$ cat src/rtl/ariane_pkg.sv
// Shared frontend constants and the resolved-branch update record.
package ariane_pkg;

  localparam int unsigned BHT_UPD_QUEUE_DEPTH = 4;

  typedef struct packed {
    logic        valid;
    logic [31:0] pc;
    logic        taken;
  } bht_update_t;

  // One extra bit beyond the index distinguishes full from empty.
  function automatic int unsigned bht_upd_queue_ptr_w(input int unsigned depth);
    return $clog2(depth) + 1;
  endfunction

endpackage

$ cat src/rtl/config_pkg.sv
// Core configuration record consumed by the branch-prediction blocks.
package config_pkg;

  typedef struct packed {
    int unsigned VLEN;
  } cva6_cfg_t;

  localparam cva6_cfg_t cva6_cfg_empty = '{VLEN: 32'd32};

endpackage

$ cat src/rtl/bht_update_queue.sv
// Decouples resolved-branch updates from the tournament predictor with a small FIFO.
// Optional BHT_UPD_QUEUE_BYPASS_EN forwards an update straight through when the queue is empty.
module bht_update_queue
  import ariane_pkg::*;
#(
  parameter config_pkg::cva6_cfg_t CVA6Cfg = config_pkg::cva6_cfg_empty,
  parameter type bht_update_t = ariane_pkg::bht_update_t,
  parameter int unsigned DEPTH = ariane_pkg::BHT_UPD_QUEUE_DEPTH
) (
  input  logic        clk_i,
  input  logic        rst_i,
  input  logic        flush_bp_i,
  input  logic        debug_mode_i,
  input  bht_update_t bht_update_i,
  input  logic        upd_ready_i,
  output bht_update_t bht_update_o,
  output logic        full_o,
  output logic        empty_o,
  output logic [7:0]  drop_cnt_o
);

  localparam int unsigned PTR_W = bht_upd_queue_ptr_w(DEPTH);
  localparam int unsigned IDX_W = PTR_W - 1;
  localparam int unsigned PC_W  = $bits(bht_update_t) - 2;
  // PC bits above VLEN carry no architectural meaning for the predictor index.
  localparam logic [PC_W-1:0] PC_MASK = (CVA6Cfg.VLEN >= PC_W) ? {PC_W{1'b1}}
                                      : PC_W'((64'd1 << CVA6Cfg.VLEN) - 64'd1);

  logic [PTR_W-1:0] rd_ptr;
  logic [PTR_W-1:0] wr_ptr;
  bht_update_t      mem [DEPTH];

  logic in_ok;
  logic byp;
  logic enq;
  logic deq;
  logic drop;
  logic full;
  logic empty;

  assign empty = (rd_ptr == wr_ptr);
  assign full  = (rd_ptr[PTR_W-1] != wr_ptr[PTR_W-1]) &&
                 (rd_ptr[IDX_W-1:0] == wr_ptr[IDX_W-1:0]);

  assign in_ok = bht_update_i.valid && !debug_mode_i && !flush_bp_i;
  assign deq   = !empty && upd_ready_i;

`ifdef BHT_UPD_QUEUE_BYPASS_EN
  assign byp = in_ok && empty && upd_ready_i;
`else
  assign byp = 1'b0;
`endif

  // A full queue still accepts when the head leaves in the same cycle.
  assign enq  = in_ok && (!full || deq) && !byp;
  assign drop = in_ok && full && !deq;

  always_ff @(posedge clk_i) begin
    if (rst_i) begin
      rd_ptr     <= '0;
      wr_ptr     <= '0;
      drop_cnt_o <= '0;
    end else if (flush_bp_i) begin
      rd_ptr <= '0;
      wr_ptr <= '0;
    end else begin
      if (enq) wr_ptr <= wr_ptr + 1'b1;
      if (deq) rd_ptr <= rd_ptr + 1'b1;
      if (drop && (drop_cnt_o != 8'hFF)) drop_cnt_o <= drop_cnt_o + 8'd1;
    end
  end

  always_ff @(posedge clk_i) begin
    if (enq) mem[wr_ptr[IDX_W-1:0]] <= bht_update_i;
  end

  always_comb begin
    bht_update_o = '0;
    if (!empty) begin
      bht_update_o    = mem[rd_ptr[IDX_W-1:0]];
      bht_update_o.pc = bht_update_o.pc & PC_MASK;
    end else if (byp) begin
      bht_update_o    = bht_update_i;
      bht_update_o.pc = bht_update_i.pc & PC_MASK;
    end
  end

  assign full_o  = full;
  assign empty_o = empty;

endmodule

$ cat config.mk
export PLATFORM = sky130hd
export DESIGN_NAME = bht_update_queue
export DESIGN_NICKNAME = d
export VERILOG_FILES = /design/src/rtl/ariane_pkg.sv /design/src/rtl/config_pkg.sv /design/src/rtl/bht_update_queue.sv
export SDC_FILE = /design/constraint.sdc
export NUM_CORES = 1
export LEC_CHECK = 0
export BUFFER_PORTS_ARGS = -buffer_cell sky130_fd_sc_hd__clkbuf_2
export CAP_MARGIN = 5
export CORE_MARGIN = 2
export CORE_UTILIZATION = 32
export CTS_CLUSTER_DIAMETER = 60
export CTS_CLUSTER_SIZE = 14
export DETAILED_ROUTE_END_ITERATION = 6
export GPL_TIMING_DRIVEN = 0
export PLACE_DENSITY_LB_ADDON = 0.2
export SLEW_MARGIN = 15
export SYNTH_ARGS = -nofsm -noshare
export SYNTH_HDL_FRONTEND = slang
export SYNTH_SLANG_ARGS = --single-unit
$ cat constraint.sdc
create_clock -name clk_i -period 3.7 [get_ports clk_i]
set_clock_uncertainty 0.1 [all_clocks]
set_input_delay 0.555 -clock clk_i [delete_from_list [all_inputs] [get_ports clk_i]]
set_output_delay 0.555 -clock clk_i [all_outputs]
set_load 0.02 [all_outputs]
# After elaboration in Yosys (flattened, before gate mapping)
# Memories as Yosys holds them, arrays and structs flattened. A register that Yosys moved wholly into a read port is not among the register bits.
# Cells that the tools add are included.
[classes] eq_ne=4 n_reduce_logical=16 bitwise=1 muxes=5 addsub=3
[ops] operator="34-bit two-way mux" n=1
[ops] operator="8-bit by 1-bit adder with 8-bit output, second input constant" n=1
[ops] operator="1-bit logical AND" n=8
[ops] operator="8-bit != test, second input constant" n=1
[ops] operator="3-bit by 1-bit adder with 3-bit output, second input constant" n=2
[ops] operator="1-bit zero test" n=5
[ops] operator="2-bit two-way mux" n=2
[ops] operator="3-bit equality test" n=1
[ops] operator="2-bit equality test" n=1
[ops] operator="1-bit two-way mux" n=2
[ops] operator="2-bit AND reduction" n=1
[ops] operator="2-bit OR reduction" n=1
[ops] operator="1-bit logical OR" n=1
[ops] operator="1-bit != test" n=1
[ops] operator="1-bit inverter" n=1
[word_totals] out_inout_bits=44 memories=1 register_bits=14 inputBits=39 word_cells=33 ramBits=136
[memory_table] memory="mem" words=4 width=34 rd=1 rd_ports_with_merged_regs=1 wr=1 line="bht_update_queue.sv:31" rtl="bht_update_t mem [DEPTH];"

# Longest topological paths before layout
[depth] depth_word=7 depth_mapped=6 depth_no_buf=5

# Worst setup path after synthesis
# Ideal clock, no wire load.
[synth_timing] path_type="input-to-reg" start="input flush_bp_i" end="memory mem[3][0] (netlist bit) (enable)" n_path_buf=1 path_slack_ns=1.035 required_time_ns=3.205 cell_stages=3 setup_ns=0.395 t_arrival_ns=2.170 path_cell_list="clkbuf_1 nor3b_1 and3_1"
[synth_between] elab_chain_len=5
[synth_rtl] element="from (decl)" line="bht_update_queue.sv:12" rtl="input logic flush_bp_i,"
[synth_rtl] element="1-bit zero test" line="bht_update_queue.sv:45" rtl="assign in_ok = bht_update_i.valid && !debug_mode_i && !flush_bp_i;"
[synth_rtl] element="1-bit logical AND" line="bht_update_queue.sv:45"
[synth_rtl] element="1-bit logical AND" line="bht_update_queue.sv:55" rtl="assign enq = in_ok && (!full || deq) && !byp;"
[synth_rtl] element="1-bit two-way mux" line="bht_update_queue.sv:74" rtl="if (enq) mem[wr_ptr[IDX_W-1:0]] <= bht_update_i;"
[synth_rtl] element="1-bit two-way mux (implied by the code)" line="bht_update_queue.sv:74"
[synth_rtl] element="to (decl)" line="bht_update_queue.sv:31"
# No other way between the ends.

==> results.toml <==
[critical_path]
crit_required_ps = 3040
worst-endpoint-arrival_ps = 2680
r2r-end = "mem[2][8]"
path_class = "flop to primary output"
reg2reg_depth = 6
reg2reg_slack_ps = 1000
critical_path.startpoint = "wr_ptr[0]"
reg2reg_from = "wr_ptr[1]"
crit_fanout = 10
crit_path_start_kind = "flop"
endpoint_kind = "primary output"

[clock_network]
cts_resized = 0
cts_setup_buffers = 0
clk_pin_slew_ps = 60
cts.sink_count = 152
ctsLongestPathBuffers = 2
tritoncts = "done"
hold_buffers = 0
cts-root-buf = "clkbuf_16"
numCtsBuffers = 17
htreeDepth = 4
clk_latency_ps = 410

[die]
pin_count = 83
die_y_um = 141
dieArea_mm2 = 0.0199
core_mm2 = 0.0186
num_rows = 50
start_util_pct = 32.4
chipWidth_um = 141

[timing]
maxSlewHeadroom_pct = 48.7
max_slew.worst_pin.slew_ps = 768
min_period_ps = 3330
fin_crit_sh_pct = 90.1
rsz0062_at_grt = "false"
setup_viol = 0
final_max_slew_viol_count = 0
max_freq_ghz = 0.300
final_hold_viol_count = 0

[synthesis]
synth_area_leader_cell = "edfxtp_1"
yosysTopAreaCellShare_pct = 67.9
yosys_most_used_dff = "edfxtp_1"
synthArstFlopShare_pct = 0
yosysWarnings = 0
synth_edf_count = 136
synth_area_leaders = "edfxtp_1 68%, mux4_2 13%, dfxtp_1 5.3%"
syn_nets = 365
ys_seq_area_share_pct = 73.3
syn_area_per_cell_um2 = 18.8
synthCells = 320
synthDistinctLibCells = 33
synth.cell_area_mm2 = 0.00601
yosys_register_bits = 152

[worst_hold_path]
min-delay-start = "bht_update_i[11]"
whs_path_depth = 1
hold_class = "primary input to flop"
min_to = "mem[2][11]"

[layout]
final_common_cell = "edfxtp_1"
num-nets-final = 468
layout_common_cells = "136 x edfxtp_1, 80 x clkbuf_2, 38 x nor2b_1"
antenna_cells = 0
area_growth_pct = 22.4
finalNonFillerCells = 668
drive_gt1_share_pct = 35.9
design_area_mm2 = 0.00736

[power]
power.switching_uw = 689
power_uw = 3660
p_comb_share_pct = 2.7
p_leak_uw = 0.00249
intPower_uw = 2970
p_sw_share_pct = 18.8
clkPwrFrac_pct = 45.7
p_seq_share_pct = 51.5
ir_worst_vdd_uv = 307
p_per_area_mw_per_mm2 = 497

[placement]
gp_congestion = 0.756
io_buffers = 80
placed_area_mm2 = 0.00679
placedCellCount = 638
hpwlAfterDp_um = 7690

[route]
antenna_left = 0
first_pass_iters = 4
drc = 0
drtIter0Drc = 172
via_per_inst = 4.79
routedWlPerCell_um = 17.9
vias = 3199
wirelength_um = 11900

[grt]
grt_antenna_before_repair = 0
overflow = 0
grt_usage_pct = 12.6
grt_max_degree = 25
grt_pass1_wl_um = 18400
grt_pass1_vias = 3306

[status]
status = "finished clean"

[flow_run]
cap_viol_max_count = 0
[power groups by stage]
stage / Sequential, µW / Combinational [µW] / Clock [µW]
2_1_floorplan: 1920 / 47.1 / 0
3_3_place_gp: 1920 / 96.6 / 0
3_5_place_dp: 1920 / 102 / 0
4_1_cts: 1880 / 102 / 1710
5_1_grt: 1880 / 110 / 1800
6_report: 1890 / 99.7 / 1670
[cells by family (layout without fill, tap and decap cells)]
logic type	Yosys count	in the layout	synth area share [%]
flip-flops	152	152	73.3
AND/OR/NAND/NOR	83	83	8.12
multiplexers	39	39	13.6
buffers and inverters	19	133	1.27
AO/OA/AOI/OAI	15	15	1.60
adder cells (fa/ha/maj)	6	6	1.25
XOR/XNOR	6	6	0.874
[worst max-delay path by stage]
stage,endpoint,cells after the start
floorplan,mem[3][0],3
global placement,wr_ptr[2],4
detailed placement,bht_update_o[20],6
CTS,bht_update_o[20],6
global route,bht_update_o[20],6
finish,bht_update_o[23],6
[per-layer routing]
metal / track usage, % / share of wire (%) / up-vias / wire (µm)
li1: - / - / 1488 / -
met1: 15.2 / 44 / 1636 / 5250
met2: 21.2 / 51 / 60 / 6110
met3: 3.53 / 3.4 / 15 / 409
met4: 5.05 / 1.4 / 0 / 167
met5: 0 / 0 / - / 0
[cells in the mapped netlist (all sizes together), types with 4 or more instances]
| cell type | number |
|---|---|
| edfxtp | 136 |
| nor2b | 38 |
| mux4 | 34 |
| dfxtp | 16 |
| clkbuf | 13 |
| nor2 | 10 |
| ha | 6 |
| nor3 | 6 |
| and3 | 5 |
| xor2 | 5 |
| buf | 4 |
| nand3 | 4 |
| o21ai | 4 |
| o31ai | 4 |
| or4 | 4 |
[critical path: stages (launching register included)]
cell and delay [ps]:
dfxtp_1 350, xor2_1 210, or2_2 330, nor2_1 550, clkbuf_1 500, nor2b_1 130, clkbuf_2 180
[area by class of cell]
class,count,area [µm²]
Inverter,2,7.51
Timing Repair Buffer,84,480
Tap cell,234,293
Fill cell,1719,11200
Buffer,17,68.8
Multi-Input combinational cell,149,1540
Clock inverter,10,130
Sequential cell,152,4400
Clock buffer,20,437
[registers in the layout (all words and copies together), names as in the netlist, named ones only]
register	flops
drop_cnt_o	8
rd_ptr	3
mem	136
wr_ptr	3
[through the flow]
stage | hold slack [ps] | util [%] | setup TNS, ps | setup WS (ps)
6_report | 258 | 39.6 | 0 | 367
5_1_grt | 244 | 39.6 | 0 | 76.8
4_1_cts | 239 | 39.6 | 0 | 250
3_5_place_dp | 404 | 36.5 | 0 | 703
3_3_place_gp | 389 | 36.1 | -561 | -75.8
2_1_floorplan | 385 | - | 0 | 1040
No activity file was read; power rests on OpenSTA's default activity.
